`src/rtl/rpn_pkg.sv`:
```
// Shared types and constants for the RPN stack calculator: op set, key codes, mode banks.
package rpn_pkg;

    typedef enum logic [3:0] {
        OP_PUSH, OP_POP, OP_SWAP, OP_CLEAR,
        OP_ADD,  OP_SUB, OP_MUL,  OP_NEG,
        OP_AND,  OP_OR,  OP_XOR,  OP_NOT,
        OP_SHL,  OP_SHR, OP_DUP,  OP_LT
    } op_t;

    localparam logic [3:0] KEY0     = 4'b1110;
    localparam logic [3:0] KEY1     = 4'b1101;
    localparam logic [3:0] KEY2     = 4'b1011;
    localparam logic [3:0] KEY3     = 4'b0111;
    localparam logic [3:0] KEY_IDLE = 4'b1111;

    localparam logic [1:0] MODE_STACK = 2'd0;
    localparam logic [1:0] MODE_ARITH = 2'd1;
    localparam logic [1:0] MODE_LOGIC = 2'd2;
    localparam logic [1:0] MODE_SHIFT = 2'd3;

    // The op enum is laid out as {mode, key index}, so decode is a concatenation.
    function automatic op_t decode_op(input logic [1:0] mode, input logic [3:0] press);
        logic [1:0] kidx;
        case (press)
            4'b0010: kidx = 2'd1;
            4'b0100: kidx = 2'd2;
            4'b1000: kidx = 2'd3;
            default: kidx = 2'd0;
        endcase
        return op_t'({mode, kidx});
    endfunction

endpackage

```
`src/rtl/rpn_stack_calc_key_press_detect.sv`:
```
// Active-low key synchroniser and one-hot press detector; strobe is valid the cycle after
// the second sync flop sees the press, and only after the keys have been seen idle once.
module key_press_detect
(
    input  logic       clk,
    input  logic       rst_n,
    input  logic [3:0] key_i,
    output logic [3:0] press_o
);
    import rpn_pkg::*;

    logic [3:0] sync1_q, sync2_q, prev_q;
    logic [1:0] warm_q;
    logic       armed_q;
    logic       one_low;

    // armed_q blocks a key held through reset until a real idle sample has been seen.
    always_ff @(posedge clk or negedge rst_n) begin
        if (!rst_n) begin
            sync1_q <= KEY_IDLE;
            sync2_q <= KEY_IDLE;
            prev_q  <= KEY_IDLE;
            warm_q  <= 2'b00;
            armed_q <= 1'b0;
        end else begin
            sync1_q <= key_i;
            sync2_q <= sync1_q;
            prev_q  <= sync2_q;
            warm_q  <= {warm_q[0], 1'b1};
            armed_q <= armed_q | (warm_q[1] && (sync2_q == KEY_IDLE));
        end
    end

    assign one_low = (sync2_q == KEY0) || (sync2_q == KEY1) ||
                     (sync2_q == KEY2) || (sync2_q == KEY3);
    assign press_o = (armed_q && one_low && (prev_q == KEY_IDLE)) ? ~sync2_q : 4'b0000;

endmodule

```
`src/rtl/rpn_stack_calc.sv`:
```
// Push-button RPN stack calculator: register-array stack, ops commit two edges after the
// synchronised key edge; rejected ops leave the stack untouched and raise err.
module rpn_stack_calc #(
    parameter int WIDTH = 16,
    parameter int DEPTH = 8,
    parameter int CW    = 8
)(
    input  logic             clk,
    input  logic             rst_n,
    input  logic [1:0]       mode_i,
    input  logic [3:0]       key_i,
    input  logic [WIDTH-1:0] val_i,
    output logic [WIDTH-1:0] top_o,
    output logic [WIDTH-1:0] next_o,
    output logic [CW-1:0]    counter_o,
    output logic             full_o,
    output logic             empty_o,
    output logic             err_o
);
    import rpn_pkg::*;

    localparam int            AW      = $clog2(DEPTH);
    localparam int            SW      = $clog2(WIDTH);
    localparam logic [CW-1:0] DEPTH_C = CW'(DEPTH);

    logic [3:0]       press;
    op_t              op;
    logic [WIDTH-1:0] stk_q [DEPTH];
    logic [CW-1:0]    depth_q, depth_d, nd;
    logic             err_q, err_d;
    logic             has1, has2, room, ok;
    logic [AW-1:0]    i_top, i_nxt, i_new;
    logic [WIDTH-1:0] a, b, alu;
    logic             want_a, want_b, wa_en, wb_en;
    logic [AW-1:0]    wa_idx, wb_idx;
    logic [WIDTH-1:0] wa_dat, wb_dat;

    key_press_detect u_kpd (
        .clk     (clk),
        .rst_n   (rst_n),
        .key_i   (key_i),
        .press_o (press)
    );

    assign has1  = (depth_q != '0);
    assign has2  = (depth_q > CW'(1));
    assign room  = (depth_q != DEPTH_C);
    assign i_top = AW'(depth_q - CW'(1));
    assign i_nxt = AW'(depth_q - CW'(2));
    assign i_new = AW'(depth_q);
    // Gating by depth keeps stale entries below the pointer invisible.
    assign a     = has1 ? stk_q[i_top] : '0;
    assign b     = has2 ? stk_q[i_nxt] : '0;
    assign op    = decode_op(mode_i, press);

    always_comb begin
        alu = a;
        case (op)
            OP_ADD:  alu = b + a;
            OP_SUB:  alu = b - a;
            OP_MUL:  alu = b * a;
            OP_NEG:  alu = -a;
            OP_AND:  alu = b & a;
            OP_OR:   alu = b | a;
            OP_XOR:  alu = b ^ a;
            OP_NOT:  alu = ~a;
            OP_SHL:  alu = b << a[SW-1:0];
            OP_SHR:  alu = b >> a[SW-1:0];
            OP_LT:   alu = {{(WIDTH-1){1'b0}}, (b < a)};
            default: alu = a;
        endcase
    end

    always_comb begin
        nd     = depth_q;
        ok     = 1'b0;
        want_a = 1'b0;
        want_b = 1'b0;
        wa_idx = i_top;
        wa_dat = alu;
        wb_idx = i_nxt;
        wb_dat = a;
        case (op)
            OP_PUSH: begin
                ok = room;  want_a = 1'b1; wa_idx = i_new; wa_dat = val_i;
                nd = depth_q + CW'(1);
            end
            OP_DUP: begin
                ok = room && has1; want_a = 1'b1; wa_idx = i_new; wa_dat = a;
                nd = depth_q + CW'(1);
            end
            OP_POP: begin
                ok = has1; nd = depth_q - CW'(1);
            end
            OP_CLEAR: begin
                ok = 1'b1; nd = '0;
            end
            OP_SWAP: begin
                ok = has2; want_a = 1'b1; wa_dat = b; want_b = 1'b1;
            end
            OP_NEG, OP_NOT: begin
                ok = has1; want_a = 1'b1;
            end
            default: begin
                ok = has2; want_a = 1'b1; wa_idx = i_nxt; nd = depth_q - CW'(1);
            end
        endcase

        depth_d = depth_q;
        err_d   = err_q;
        wa_en   = 1'b0;
        wb_en   = 1'b0;
        if (|press) begin
            err_d = !ok;
            if (ok) begin
                depth_d = nd;
                wa_en   = want_a;
                wb_en   = want_b;
            end
        end
    end

    always_ff @(posedge clk or negedge rst_n) begin
        if (!rst_n) begin
            depth_q <= '0;
            err_q   <= 1'b0;
        end else begin
            depth_q <= depth_d;
            err_q   <= err_d;
        end
    end

    // Storage carries no reset: contents above the pointer are never observable.
    always_ff @(posedge clk) begin
        if (wa_en) stk_q[wa_idx] <= wa_dat;
        if (wb_en) stk_q[wb_idx] <= wb_dat;
    end

    assign top_o     = a;
    assign next_o    = b;
    assign counter_o = depth_q;
    assign full_o    = (depth_q == DEPTH_C);
    assign empty_o   = (depth_q == '0);
    assign err_o     = err_q;

endmodule

```
`config.mk`:
```
export PLATFORM = sky130hd
export DESIGN_NAME = rpn_stack_calc
export DESIGN_NICKNAME = d
export VERILOG_FILES = /design/src/rtl/rpn_pkg.sv /design/src/rtl/rpn_stack_calc_key_press_detect.sv /design/src/rtl/rpn_stack_calc.sv
export SDC_FILE = /design/constraint.sdc
export NUM_CORES = 1
export LEC_CHECK = 0
export ABC_AREA = 0
export CAP_MARGIN = 20
export CORE_ASPECT_RATIO = 1.4
export CORE_MARGIN = 2
export CORE_UTILIZATION = 60
export CTS_CLUSTER_DIAMETER = 80
export DETAILED_ROUTE_END_ITERATION = 8
export GPL_ROUTABILITY_DRIVEN = 1
export PLACE_DENSITY_LB_ADDON = 0.12
export SLEW_MARGIN = 20
export SYNTH_ARGS = -nofsm -noshare
export SYNTH_HDL_FRONTEND = slang
export SYNTH_SLANG_ARGS = --single-unit
```
`constraint.sdc`:
```
create_clock -name clk -period 16.4 [get_ports clk]
set_input_delay 3.28 -clock clk [delete_from_list [all_inputs] [get_ports clk]]
set_output_delay 3.28 -clock clk [all_outputs]
set_load 0.01 [all_outputs]
```
# Yosys cells after proc, flatten, opt, wreduce, memory -nomap -nowiden
# Memory sizes are Yosys's and may differ from the RTL's.
# Index checks and enable logic that the tools add are counted.
# word_totals
ff_bits,24
latchBits,0
ramBits,128
romBits,0
output_inout_bits,43
wordCells,89
memories,1
# memory_table
name,words,width,rd,rd_clocked_by_memory_dff,write_ports,line,text
stk_q,8,16,2,0,2,rpn_stack_calc.sv:28,logic [WIDTH-1:0] stk_q [DEPTH];
# classes
add_sub_neg,6
n_mul,1
div_mod_pow,0
magnitude_cmp,2
n_eq_ne,26
n_shift,2
mux,19
n_bitwise,7
n_reduce_logical,18
# op_table
cell,count
$pmux 16 s11,1
$eq 4x4->1 const B,14
$pmux 16 s3,1
$mux 16,2
$eq 4x3->1 const B,6
$pmux 8 s3,1
$add 16x16->16,1
$and 16x16->16,1
$lt 16x16->1,1
$mul 16x16->16,1
$neg 16->16,1
$not 16->16,1
$or 16x16->16,1
$shl 16x4->16,1
$shr 16x4->16,1
$sub 16x16->16,1
$xor 16x16->16,1
$eq 4x2->1 const B,3
$mux 1,10
$add 8x1->8 const B,1
$eq 8x4->1 const B,1
$gt 8x1->1 const B,1
$logic_not 8->1,1
$ne 8x4->1 const B,1
other kinds (20),27

# Longest topological paths before layout
# depth
depth_word,16
depth_mapped,40
ltp_nobuf,29

# Cells and area by module
# From an unflattened synthesis, not the netlist that was laid out.
# unflattened
cells_unflattened,1967
hier_area_um2,17661.9
# by_module_without_submodules
mod,instances,cells_each,area_per_inst_um2,seq_area_each_um2
rpn_stack_calc,1,1940,17174.0,4068.9
key_press_detect,1,27,488.0,390.4

# Least setup slack after synthesis
# OpenSTA, ideal clock, no wires.
# synth_path
path_type,register to register
start,register depth_q[0] (netlist: counter_o[0])
end,memory stk_q[3][11] (data pin)
arrival_ns,8.708
required_time_ns,16.107
slack_ns,7.400
path_stages_with_launch,41
path_cell_list,dfrtp_1 > buf_6 > buf_6 > buf_6 > buf_4 > buf_6 > buf_6 > clkinv_1 > ha_1 > buf_2 > mux4_2 > o211ai_1 > and4_1 > clkbuf_1 > inv_2 > clkbuf_1 > buf_1 > buf_1 > [5 not listed] > ha_1 > inv_1 > fa_1 > inv_1 > ha_1 > inv_1 > fa_1 > inv_1 > ha_1 > a21boi_0 > o21a_1 > o211ai_1 > and2_1 > xnor2_1 > a221oi_1 > o21ai_0 > o31ai_1 > o22ai_1
# synth_lines
element,line,text
start: declaration,rpn_stack_calc.sv:29,"logic [CW-1:0] depth_q, depth_d, nd;"
start signal: assignment,rpn_stack_calc.sv:128,depth_q <= depth_d;
end: declaration,rpn_stack_calc.sv:28,

==> results.json <==
{
  "switching_share": 0.526,
  "hold_violations": 0,
  "die_w_microns": 149,
  "cp.required_ns": 16.56,
  "place.gp.congestion": 1.07,
  "start_util": 0.610,
  "cp-end-kind": "register",
  "cts_resized": 0,
  "pin_count": 67,
  "drtIter0Drc": 2382,
  "cts_tree": "built",
  "avgViaCountPerCell": 7.28,
  "p_total_mw": 3.75,
  "synth_cells": 2018,
  "rsz0062_at_grt": "no",
  "synth_cell_types": 84,
  "antenna_left": 0,
  "drive_gt1_frac": 0.103,
  "cts_buffer_depth": 2,
  "vias": 17505,
  "power_per_cell_area_nw_per_um2": 194,
  "switchingPower_mw": 1.97,
  "power_leakage_nw": 7.82,
  "period_minus_slack_ns": 10.64,
  "post-synth-top-count-cell": "nor2_1",
  "antenna_found_initial": 1,
  "core-area_sq_um": 29200,
  "grt_pass1_vias": 17447,
  "max_cap_violations": 0,
  "crit_buf_inv": 9,
  "dr.pass1.iters": 6,
  "grtUsageTotal": 0.470,
  "ys_seq_area_frac": 0.251,
  "portBuffers": 66,
  "peakVddDrop_v": 0.000310,
  "report.final.slew_viol_count": 0,
  "setup_viol": 0,
  "dieHeight_microns": 208,
  "intPower_mw": 1.78,
  "pwr-share-clk": 0.116,
  "critical-path-top-delay-family": "adder cells",
  "routedWlPerCell_microns": 30.2,
  "crit_slowest_cell": "dfrtp_4",
  "synth_edf_count": 128,
  "synthMuxAreaShare": 0.123,
  "p_seq_frac": 0.121,
  "placed_area_sq_um": 18700,
  "die_area_sq_um": 31000,
  "status": "finished, final reports clean",
  "cts-buffers-inserted": 17,
  "synth_xor_area_frac": 0.0303,
  "ys_warn_count": 0,
  "hold_buffers": 0,
  "rows": 74,
  "synth_top_area_share": 0.216,
  "synthArstFlopShare": 0.158,
  "avgSynthCellArea_sq_um": 8.81,
  "clock.fmax_mhz": 94.0,
  "crit_top_cell": "inv_1",
  "syn_nets": 2232,
  "tns_ns": 0,
  "cp_data_arrival_time_ns": 10.80,
  "tightest_slew_ns": 1.10,
  "synth-main-ff-cell": "edfxtp_1",
  "fin_skew_ns": 0.0121,
  "synthToLayoutAreaGrowth_pct": 8.89,
  "synth_largest_area_cell": "edfxtp_1",
  "synth_top_family_by_area": "compound AO/OA/AOI/OAI gates",
  "synthSimpleGateAreaFrac": 0.156,
  "final_area_sq_um": 19400,
  "wirelength_microns": 72700,
  "synth_compound_area_frac": 0.196,
  "antenna_cells": 0,
  "ys_top_cells_by_count": "nor2_1, nand2_1, inv_1",
  "slew-limit-headroom": 0.261,
  "cp_slowest_stage_delay_ns": 0.86,
  "drcViolationCount": 0,
  "grt_max_degree": 48,
  "combPwrFrac": 0.764,
  "nets": 2226,
  "grt_pass1_wl_microns": 107000,
  "clock-sinks": 152,
  "crit_fanout": 42,
  "clkTransAtPathRegs_ns": 0.07,
  "dpl.hpwl_microns": 51400,
  "cp-start-kind": "register",
  "hold_class": "register to register",
  "synth-adder-area-share": 0.168,
  "grt_overflow": 0,
  "htreeDepth": 4,
  "cts_setup_buffers": 0,
  "ys_ff_latch": 152,
  "root_buffer": "clkbuf_16",
  "min_period_over_period": 0.649,
  "syn_area_sq_um": 17800,
  "clk_latency_ns": 0.45,
  "crit_type": "register to register",
  "synth_area_leaders": "edfxtp_1, fa_1, ha_1, mux4_2, nor2_1"
}
==> power groups by stage <==
stage          combinational, mW  sequential [mW]  clock [mW]
2_1_floorplan               1.89            0.455           0
3_3_place_gp                2.68            0.460           0
3_5_place_dp                2.72            0.461           0
4_1_cts                     2.74            0.453       0.430
5_1_grt                     3.06            0.454       0.443
6_report                    2.86            0.453       0.433
==> stage by stage <==
| stage | util | hold slack (ns) | std cells | setup WS (ns) |
|---|---|---|---|---|
| CTS | 0.663 | 0.354 | 2404 | 6.30 |
| global placement | 0.642 | 0.338 | 2373 | 6.64 |
| floorplan | - | 0.331 | 2018 | 7.40 |
| finish | 0.664 | 0.356 | 2404 | 5.76 |
| detailed placement | 0.642 | 0.344 | 2373 | 6.32 |
| global route | 0.664 | 0.356 | 2404 | 5.41 |
==> logic make-up (layout without fill, tap and decap cells) <==
logic type	after synthesis	after routing
adders and majority gates	190	190
AOI/OAI and AO/OA	514	514
muxes	156	156
and+or+nand+nor	617	617
buffers and inverters	328	334
other	1	1
DFF	152	152
xor gates and xnor gates	60	60
==> per-layer routing <==
metal / global-route usage / share of wire / vias up / wire length, microns
met5: 0 / 0.00018 / - / 13
met4: 0.390 / 0.10 / 2 / 7540
met3: 0.122 / 0.12 / 508 / 8620
met2: 0.734 / 0.45 / 1468 / 32800
met1: 0.534 / 0.33 / 8272 / 23600
li1: - / - / 7255 / -
==> cell usage in the layout, fill, tap and decap left out, types with 10 or more instances in the layout <==
| master | count |
|---|---|
| nand2_1 | 201 |
| o22ai_1 | 39 |
| o21ai_0 | 100 |
| mux2_2 | 16 |
| inv_1 | 169 |
| xnor2_1 | 47 |
| o211ai_1 | 41 |
| nor3_1 | 29 |
| buf_4 | 62 |
| a21o_1 | 10 |
| a22oi_1 | 28 |
| mux2i_1 | 92 |
| xor2_1 | 12 |
| a221oi_1 | 14 |
| o31ai_1 | 14 |
| nor2b_1 | 12 |
| clkdlybuf4s50_1 | 65 |
| clkbuf_16 | 17 |
| nand2b_1 | 13 |
| nand3_1 | 21 |
| a21oi_1 | 89 |
| and2_1 | 17 |
| dfrtp_1 | 11 |
| a31oi_1 | 10 |
| a221o_1 | 13 |
| mux4_2 | 48 |
| edfxtp_1 | 128 |
| a211oi_1 | 79 |
| nor2_1 | 248 |
| fa_1 | 81 |
| dfstp_2 | 12 |
| ha_1 | 109 |
| and3_1 | 16 |
==> flip-flops by register name (all words and copies together) (netlist names) <==
signal,cells
counter_o,8
err_o,1
stk_q,128
u_kpd.armed_q,1
u_kpd.prev_q,4
u_kpd.sync1_q,4
u_kpd.sync2_q,4
u_kpd.warm_q,2
==> final cells by class <==
class | count | area [sq um]
clock buffer | 17 | 425
sequential | 152 | 4460
clock inverter | 14 | 198
tap | 380 | 475
inverter | 175 | 659
multi-input combinational | 1538 | 12000
fill | 2448 | 9810
timing repair buffer | 128 | 1120
==> final timing paths <==
path                             startpoint          endpoint  slack, ns  cells after the start
setup reg to reg               counter_o[0]      stk_q[7][14]       5.76                     29
setup / recovery               counter_o[0]      stk_q[7][14]       5.76                     29
min in group asynchronous             rst_n   u_kpd.warm_q[1]       2.80                      1
max in group asynchronous             rst_n      counter_o[0]      13.19                      1
hold reg to reg            u_kpd.sync1_q[0]  u_kpd.sync2_q[0]       0.36                      0
hold / removal             u_kpd.sync1_q[0]  u_kpd.sync2_q[0]       0.36                      0
(Power assumes the default switching activity.)
